File: config.mk
export PLATFORM = sky130hd
export DESIGN_NAME = fsk_rx_byte_buffer
export DESIGN_NICKNAME = d
export VERILOG_FILES = /design/src/rtl/fsk_rx_pkg.sv /design/src/rtl/fsk_byte_fifo.sv /design/src/rtl/fsk_rx_byte_buffer.sv
export SDC_FILE = /design/constraint.sdc
export NUM_CORES = 1
export LEC_CHECK = 0
export BUFFER_PORTS_ARGS = -buffer_cell sky130_fd_sc_hd__buf_4
export CELL_PAD_IN_SITES_DETAIL_PLACEMENT = 1
export CELL_PAD_IN_SITES_GLOBAL_PLACEMENT = 1
export CORE_MARGIN = 2
export CORE_UTILIZATION = 51
export DETAILED_ROUTE_END_ITERATION = 8
export PLACE_DENSITY_LB_ADDON = 0.2
export SLEW_MARGIN = 20
export SYNTH_ARGS = -nofsm -noshare
export SYNTH_HDL_FRONTEND = slang
export SYNTH_SLANG_ARGS = --single-unit
File: constraint.sdc
create_clock -name clk -period 4.19 [get_ports clk]
set_input_delay 0.2095 -clock clk [delete_from_list [all_inputs] [get_ports clk]]
set_output_delay 0.2095 -clock clk [all_outputs]
set_load 0.02 [all_outputs]
File: src/rtl/fsk_rx_pkg.sv
// Shared types and constants for the FSK receive byte buffer.
package fsk_rx_pkg;
  localparam int NIB_W  = 4;
  localparam int BYTE_W = 8;

  typedef enum logic {IDLE, HALF} rx_state_e;

  // Width of a counter that must reach cyc-1.
  function automatic int tmr_w(input int cyc);
    return (cyc > 2) ? $clog2(cyc) : 1;
  endfunction
endpackage

File: src/rtl/fsk_byte_fifo.sv
// Synchronous DEPTH x BYTE_W FIFO with a registered head output that
// tracks the next head in the same cycle as push/pop.
module fsk_byte_fifo
  import fsk_rx_pkg::*;
#(
  parameter int DEPTH = 8
) (
  input  logic                    clk,
  input  logic                    rst,
  input  logic                    push_i,
  input  logic                    pop_i,
  input  logic [BYTE_W-1:0]       din_i,
  output logic [BYTE_W-1:0]       dout_o,
  output logic [$clog2(DEPTH):0]  level_o,
  output logic                    full_o,
  output logic                    empty_o
);
  localparam int AW = $clog2(DEPTH);
  localparam logic [AW:0]   LVL_ONE  = 1;
  localparam logic [AW:0]   LVL_FULL = DEPTH;
  localparam logic [AW-1:0] PTR_ONE  = 1;

  logic [BYTE_W-1:0] mem_q [DEPTH];
  logic [AW-1:0]     wr_ptr_q, rd_ptr_q, head_idx;
  logic [AW:0]       level_q, level_d;
  logic [BYTE_W-1:0] dout_q, dout_d;
  logic              push_acc, pop_acc;

  assign empty_o  = (level_q == '0);
  assign full_o   = (level_q == LVL_FULL);
  assign pop_acc  = pop_i && !empty_o;
  assign push_acc = push_i && (!full_o || pop_acc);
  assign head_idx = pop_acc ? rd_ptr_q + PTR_ONE : rd_ptr_q;

  always_comb begin
    level_d = level_q;
    unique case ({push_acc, pop_acc})
      2'b10:   level_d = level_q + LVL_ONE;
      2'b01:   level_d = level_q - LVL_ONE;
      default: level_d = level_q;
    endcase
    // A lone entry that was just written is not in mem_q yet; bypass it.
    dout_d = dout_q;
    if (level_d != '0) begin
      if (push_acc && level_d == LVL_ONE) dout_d = din_i;
      else                                dout_d = mem_q[head_idx];
    end
  end

  always_ff @(posedge clk) begin
    if (push_acc) mem_q[wr_ptr_q] <= din_i;
  end

  always_ff @(posedge clk) begin
    if (rst) begin
      wr_ptr_q <= '0;
      rd_ptr_q <= '0;
      level_q  <= '0;
      dout_q   <= '0;
    end else begin
      if (push_acc) wr_ptr_q <= wr_ptr_q + PTR_ONE;
      if (pop_acc)  rd_ptr_q <= rd_ptr_q + PTR_ONE;
      level_q <= level_d;
      dout_q  <= dout_d;
    end
  end

  assign dout_o  = dout_q;
  assign level_o = level_q;
endmodule

File: src/rtl/fsk_rx_byte_buffer.sv
// Pairs decoded FSK nibbles into bytes and buffers them for a valid/ready host.
// Optional FSK_RX_PAIR_TIMEOUT_EN: discard a lone high nibble after TIMEOUT_CYC.
module fsk_rx_byte_buffer
  import fsk_rx_pkg::*;
#(
  parameter int DEPTH       = 8,
  parameter int TIMEOUT_CYC = 4096
) (
  input  logic                    clk,
  input  logic                    rst,
  input  logic [NIB_W-1:0]        nib_data,
  input  logic                    nib_wr,
  output logic [BYTE_W-1:0]       out_data,
  output logic                    out_valid,
  input  logic                    out_ready,
  output logic [$clog2(DEPTH):0]  level,
  output logic                    overflow,
  output logic                    partial_drop
);
  rx_state_e        state_q, state_d;
  logic [NIB_W-1:0] hi_q, hi_d;
  logic             nib_wr_q, stb, tmo;
  logic             push, pop, full, empty, overflow_q;

  // nib_wr is a level; only its rising edge is a new nibble.
  assign stb = nib_wr & ~nib_wr_q;
  assign pop = out_valid && out_ready;

`ifdef FSK_RX_PAIR_TIMEOUT_EN
  localparam int TW = tmr_w(TIMEOUT_CYC);
  localparam logic [TW-1:0] TMR_LAST = TW'(TIMEOUT_CYC - 1);
  logic [TW-1:0] tmr_q;
  logic          pd_q;

  assign tmo = (tmr_q == TMR_LAST);

  always_ff @(posedge clk) begin
    if (rst) begin
      tmr_q <= '0;
      pd_q  <= 1'b0;
    end else begin
      tmr_q <= (state_q == HALF) ? tmr_q + 1'b1 : '0;
      pd_q  <= (state_q == HALF) && !stb && tmo;
    end
  end
  assign partial_drop = pd_q;
`else
  assign tmo          = 1'b0;
  assign partial_drop = 1'b0;
`endif

  always_comb begin
    state_d = state_q;
    hi_d    = hi_q;
    push    = 1'b0;
    unique case (state_q)
      IDLE: if (stb) begin
        hi_d    = nib_data;
        state_d = HALF;
      end
      HALF: begin
        // A nibble arriving on the expiry cycle still completes the byte.
        if (stb) begin
          push    = 1'b1;
          state_d = IDLE;
        end else if (tmo) begin
          state_d = IDLE;
        end
      end
      default: state_d = IDLE;
    endcase
  end

  always_ff @(posedge clk) begin
    if (rst) begin
      state_q    <= IDLE;
      hi_q       <= '0;
      nib_wr_q   <= 1'b0;
      overflow_q <= 1'b0;
    end else begin
      state_q  <= state_d;
      hi_q     <= hi_d;
      nib_wr_q <= nib_wr;
      if (push && full && !pop) overflow_q <= 1'b1;
    end
  end

  fsk_byte_fifo #(.DEPTH(DEPTH)) u_fifo (
    .clk     (clk),
    .rst     (rst),
    .push_i  (push),
    .pop_i   (pop),
    .din_i   ({hi_q, nib_data}),
    .dout_o  (out_data),
    .level_o (level),
    .full_o  (full),
    .empty_o (empty)
  );

  assign out_valid = !empty;
  assign overflow  = overflow_q;
endmodule
# [Word level (Yosys, flattened, before mapping)]
# Memories as Yosys holds them, arrays and structs flattened.
# Cells that the tools add are included.
[classes] addsub=4 bitwise=3 n_eq_ne=4 n_reduce_logical=13 muxes=9
[op_table] operator="$mux 8" count=1
[op_table] operator="$pmux 4 s2" count=1
[op_table] operator="$add 3x1->3 const B" count=2
[op_table] operator="$logic_and 1x1->1" count=6
[op_table] operator="$mux 1" count=5
[op_table] operator="$add 4x1->4 const B" count=1
[op_table] operator="$eq 4x1->1 const B" count=1
[op_table] operator="$eq 4x4->1 const B" count=1
[op_table] operator="$logic_not 4->1" count=1
[op_table] operator="$reduce_bool 4->1" count=1
[op_table] operator="$sub 4x1->4 const B" count=1
[op_table] operator="$logic_not 1->1" count=3
[op_table] operator="$mux 3" count=1
[op_table] operator="$eq 2x1->1 const B" count=1
[op_table] operator="$eq 2x2->1 const B" count=1
[op_table] operator="$not 1->1" count=2
[op_table] operator="$pmux 1 s2" count=1
[op_table] operator="$reduce_and 2->1" count=1
[op_table] operator="$and 1x1->1" count=1
[op_table] operator="$logic_or 1x1->1" count=1
[totals] word_cells=42 n_memories=1 out_inout_bits=15 regBits=25 ram_bits=64
[memory_table] name="u_fifo.mem_q" depth=8 word_bits=8 read_ports=1 rd_ports_with_merged_regs=0 write_ports=1 line="fsk_byte_fifo.sv:23" source="logic [BYTE_W-1:0] mem_q [DEPTH];"

# [Logic depth before layout (Yosys ltp)]
[logic_depth] ltp_word=11 mapped_depth=13

# [Hierarchy]
# A second synthesis with hierarchy kept.
[unflattened] hier_cells=382 area_unflattened_um2=4644.5
[modules_own_cells] module="fsk_byte_fifo" instances=1 area_each_um2=4364.2 cells_each=353 seq_area_each_um2=2282.2
[modules_own_cells] module="fsk_rx_byte_buffer" instances=1 area_each_um2=280.3 cells_each=29 seq_area_each_um2=140.1

# [Worst setup path after synthesis]
# No wires, ideal clock.
[synth_timing] path_type="register -> register" startpoint="register u_fifo.level_q[2], in the netlist u_fifo.level_o[2]" endpoint="register u_fifo.dout_q[4], in the netlist u_fifo.dout_o[4]" synth_period_minus_slack_ns=3.266 path_stages_with_launch=13 arrival_time_ns=3.187 n_path_buf=2 slack_ns=0.924 cell_sequence="dfxtp_1 buf_6 o41ai_4 buf_2 nor2_1 xor2_1 ha_1 nand2b_1 or4_4 a311oi_4 nor3_2 a211o_1 a211oi_2"
[synth_via] elab_chain_cells=11 word_cells_on_any_way=19 cone_classes="add/sub (2); eq/ne (4); mux (3); reduce/logical (9); memory (1)"
[synth_rtl] element="start: declaration" line="fsk_byte_fifo.sv:25" source="logic [AW:0] level_q, level_d;"
[synth_rtl] element="start signal: assignment" line="fsk_byte_fifo.sv:63" source="level_q <= level_d;"
[synth_rtl] element="$logic_not 4->1" line="fsk_byte_fifo.sv:29" source="assign empty_o = (level_q == '0);"
[synth_rtl] element="$logic_not 1->1" line="fsk_byte_fifo.sv:31, fsk_rx_byte_buffer.sv:100"
[synth_rtl] element="$logic_and 1x1->1" line="fsk_rx_byte_buffer.sv:27" source="assign pop = out_valid && out_ready;"
[synth_rtl] element="$logic_and 1x1->1" line="fsk_byte_fifo.sv:31" source="assign pop_acc = pop_i && !empty_o;"
[synth_rtl] element="$logic_or 1x1->1" line="fsk_byte_fifo.sv:32" source="assign push_acc = push_i && (!full_o || pop_acc);"
[synth_rtl] element="$logic_and 1x1->1" line="fsk_byte_fifo.sv:32"
[synth_rtl] element="$eq 2x1->1 or $eq 2x2->1 (tied branches)" line="fsk_byte_fifo.sv:37" source="unique case ({push_acc, pop_acc})"
[synth_rtl] element="$pmux 4 s2" line="fsk_byte_fifo.sv:37"
[synth_rtl] element="$eq 4x1->1" line="fsk_byte_fifo.sv:45" source="if (push_acc && level_d == LVL_ONE) dout_d = din_i;"
[synth_rtl] element="$logic_and 1x1->1" line="fsk_byte_fifo.sv:45"
[synth_rtl] element="$mux 8" line="fsk_byte_fifo.sv:45"
[synth_rtl] element="end signal: assignment" line="fsk_byte_fifo.sv:64" source="dout_q <= dout_d;"
[synth_rtl] element="end: declaration" line="fsk_byte_fifo.sv:26" source="logic [BYTE_W-1:0] dout_q, dout_d;"
# Parallel ways exist; a longest one is shown, timed or not.
# A chain may end at the register's enable or synchronous reset.

# [Worst setup path in the final report]
[layout_timing] startpoint="register u_fifo.level_q[2], in the netlist u_fifo.level_o[2]" endpoint="register u_fifo.dout_q[5], in the netlist u_fifo.dout_o[5]"
# The elaborated chain is that of the path after synthesis.

==> out/metrics.cfg <==
[placement]
placed_cell_area_um2 = 4613
dp.cells = 416
gp_congestion = 0.7365
numPortBuffers = 21
dp_hpwl_um = 6746

[clocking]
cts_root_buf = clkbuf_8
ctsResizeCount = 0
cts.sink_count = 89
cts_tree = built
path_clk_slew_ns = 0.10
hold_buffers = 0
cts_inserted_buffers = 9
clk_latency_ns = 0.35
postCtsSetupRepairBufs = 0
clock_path_buffers = 2
cts_htree_levels = 3

[timing]
finalClockSkew_ns = 0.01240
report.final.setup_viol = 0
fin_crit_ns = 3.458
fin_tns_setup_ns = 0
rsz0062_at_grt = false
finalCritPeriodShare_pct = 82.53
tightest_slew_ns = 1.067
slew_headroom_pct = 28.58
max_freq_mhz = 289.2
finalHoldViolCount = 0
finalMaxSlewViolations = 0

[cells_and_area]
area_growth_pct = 8.220
n_antenna_cell = 0
nets = 335
fin_cells = 432
fin_util_pct = 57.76
layout_common_cells = 64 x edfxtp_1, 39 x mux2i_1, 27 x mux4_2
stdcell_area_um2 = 4793
drive_above_1_share_pct = 25.69
final_common_cell = edfxtp_1

[logic_synthesis]
synth.distinct_cells = 48
ys_ff_latch = 89
syn_inst = 310
synth_area_leader_cell = edfxtp_1
syn-cell-area_um2 = 4429
syn_nets = 323
netlist_top_cells_area = edfxtp_1 43%, mux4_2 14%, dfxtp_1 11%
synth.top_cell.area_share_pct = 43.39
ys_seq_area_share_pct = 54.69
synth_edf_count = 64
yosys_warnings = 0
synth_ff_type = edfxtp_1
avgSynthCellArea_um2 = 14.29
async_flop_share_pct = 0

[grt]
grtUsageTotal_pct = 22.09
top_usage_layer = met2
grt_use_met2_pct = 36.49
grt_pass1_wl_um = 15750
grt_start_max_net_pins = 29
antenna_found_initial = 0
global_route.usage.met3_pct = 4.245
met1_usage_pct = 29.55
grt_pass1_vias = 2852
overflow = 0

[routing]
wl_per_cell_um = 23.19
drt_iter0_markers = 135
drt-pass1-iter-count = 4
vias = 2709
postRouteAntennaNets = 0
vias_per_cell = 6.271
routed_wl_um = 10020
remaining_drc_errors = 0

[worst_setup_path]
timing.rr.start = u_fifo.level_o[2]$_SDFF_PP0_
max_stage_delay_ns = 0.48
critical_path_class = reg2reg
cp_cell_sequence = o41ai_4 > buf_4 > nor2_1 > xor2_1 > ha_1 > or3_2 > a211oi_1 > o21ai_2 > nand2_1 > a21oi_1 > a211oi_1
critPathArrivalTime_ns = 3.71
start_kind = flip-flop
path_buf_inv = 1
setup.worst_path.start = u_fifo.level_o[2]$_SDFF_PP0_
cp_top_family = compound AO/OA/AOI/OAI gates
crit_path_end_kind = flip-flop
crit_slowest_cell = dfxtp_1
critPathMostFrequentCell = a211oi_1
cp_max_fo = 15
cp.required_ns = 4.45

[worst_hold_path]
hp-start = nib_wr
hp-class = in2reg

[floorplan]
ios = 23
placementRows = 33
die_y_um = 97.19
start_util_pct = 53.37
die_area_um2 = 9446
die_w_um = 97.19
core_region_area_um2 = 8299

[power]
cellLeakagePower_nw = 1.672
worst_ir_drop_vdd_mv = 0.2330
powerDensity_nw_per_um2 = 563.5

[status]
status = finished, final reports clean

[job]
maxCapViolCount = 0

-- metrics by stage --
stage | setup slack [ns] | power (mW) | hold WS, ns
after floorplan | 0.9240 | 1.926 | 0.3084
after global placement | 0.9515 | 2.127 | 0.4302
after detailed placement | 0.8179 | 2.169 | 0.4375
after CTS | 0.7526 | 2.712 | 0.05938
after global routing | 0.4635 | 2.842 | 0.06543
final | 0.7318 | 2.701 | 0.07052
-- layout make-up --
cell class	count	area, um2
fill	820	3506
sequential	89	2422
multi-input combinational	189	1838
timing repair buffer	26	195.2
tap	105	131.4
clock buffer	9	123.9
clock inverter	7	56.30
inverter	7	26.28
-- path summary, 6_finish.rpt --
| check | slack, ns | to | cells past startpoint |
|---|---|---|---|
| max | 0.73 | u_fifo.dout_o[5]$_SDFFE_PP0P_ | 11 |
| min | 0.07 | nib_wr_q$_SDFF_PP0_ | 2 |
| max reg2reg | 0.73 | u_fifo.dout_o[5]$_SDFFE_PP0P_ | 11 |
| min reg2reg | 0.49 | overflow$_SDFFE_PP0P_ | 2 |
-- power by group --
group          leakage (nW)  total (mW)  switching, mW  internal [mW]
Sequential            0.787        1.07         0.0751          0.996
Combinational         0.800        1.09          0.596          0.491
Clock                0.0859       0.543          0.323          0.220
Total                  1.67        2.70          0.995           1.71
-- registers in the layout, indices dropped and copies added, names as in the netlist --
name             count
hi_q                 4
u_fifo.rd_ptr_q      3
u_fifo.mem_q        64
u_fifo.wr_ptr_q      3
u_fifo.level_o       4
overflow             1
nib_wr_q             1
u_fifo.dout_o        8
state_q              1
-- routing by layer --
layer,share of wire (%),up-vias
met5,0,-
met4,2.3,0
met3,2.4,19
met2,50,42
met1,45,1410
li1,-,1238
-- kinds of logic (layout without fill, tap and decap cells) --
logic type,count (synthesis),in the layout,synth area share (%)
flip-flops,89,89,54.69
AND/OR/NAND/NOR,67,67,8.221
multiplexers,66,66,22.54
AO/OA/AOI/OAI,45,45,8.136
buffers and inverters,32,49,3.926
adder cells (fa/ha/maj),5,5,1.412
XOR/XNOR,5,5,0.9889
other,1,1,0.08466
-- Yosys cell counts, drive strengths merged (3+ instances only) --
master	n
a211o	3
a211oi	13
a21oi	11
and3	3
buf	16
clkbuf	9
dfxtp	25
edfxtp	64
ha	5
inv	7
mux2i	39
mux4	27
nand2	14
nand2b	5
nor2	21
nor2b	3
nor3	7
nor4	3
o21ai	7
o22ai	5
xor2	3
Power figures use the tool's default switching activity.
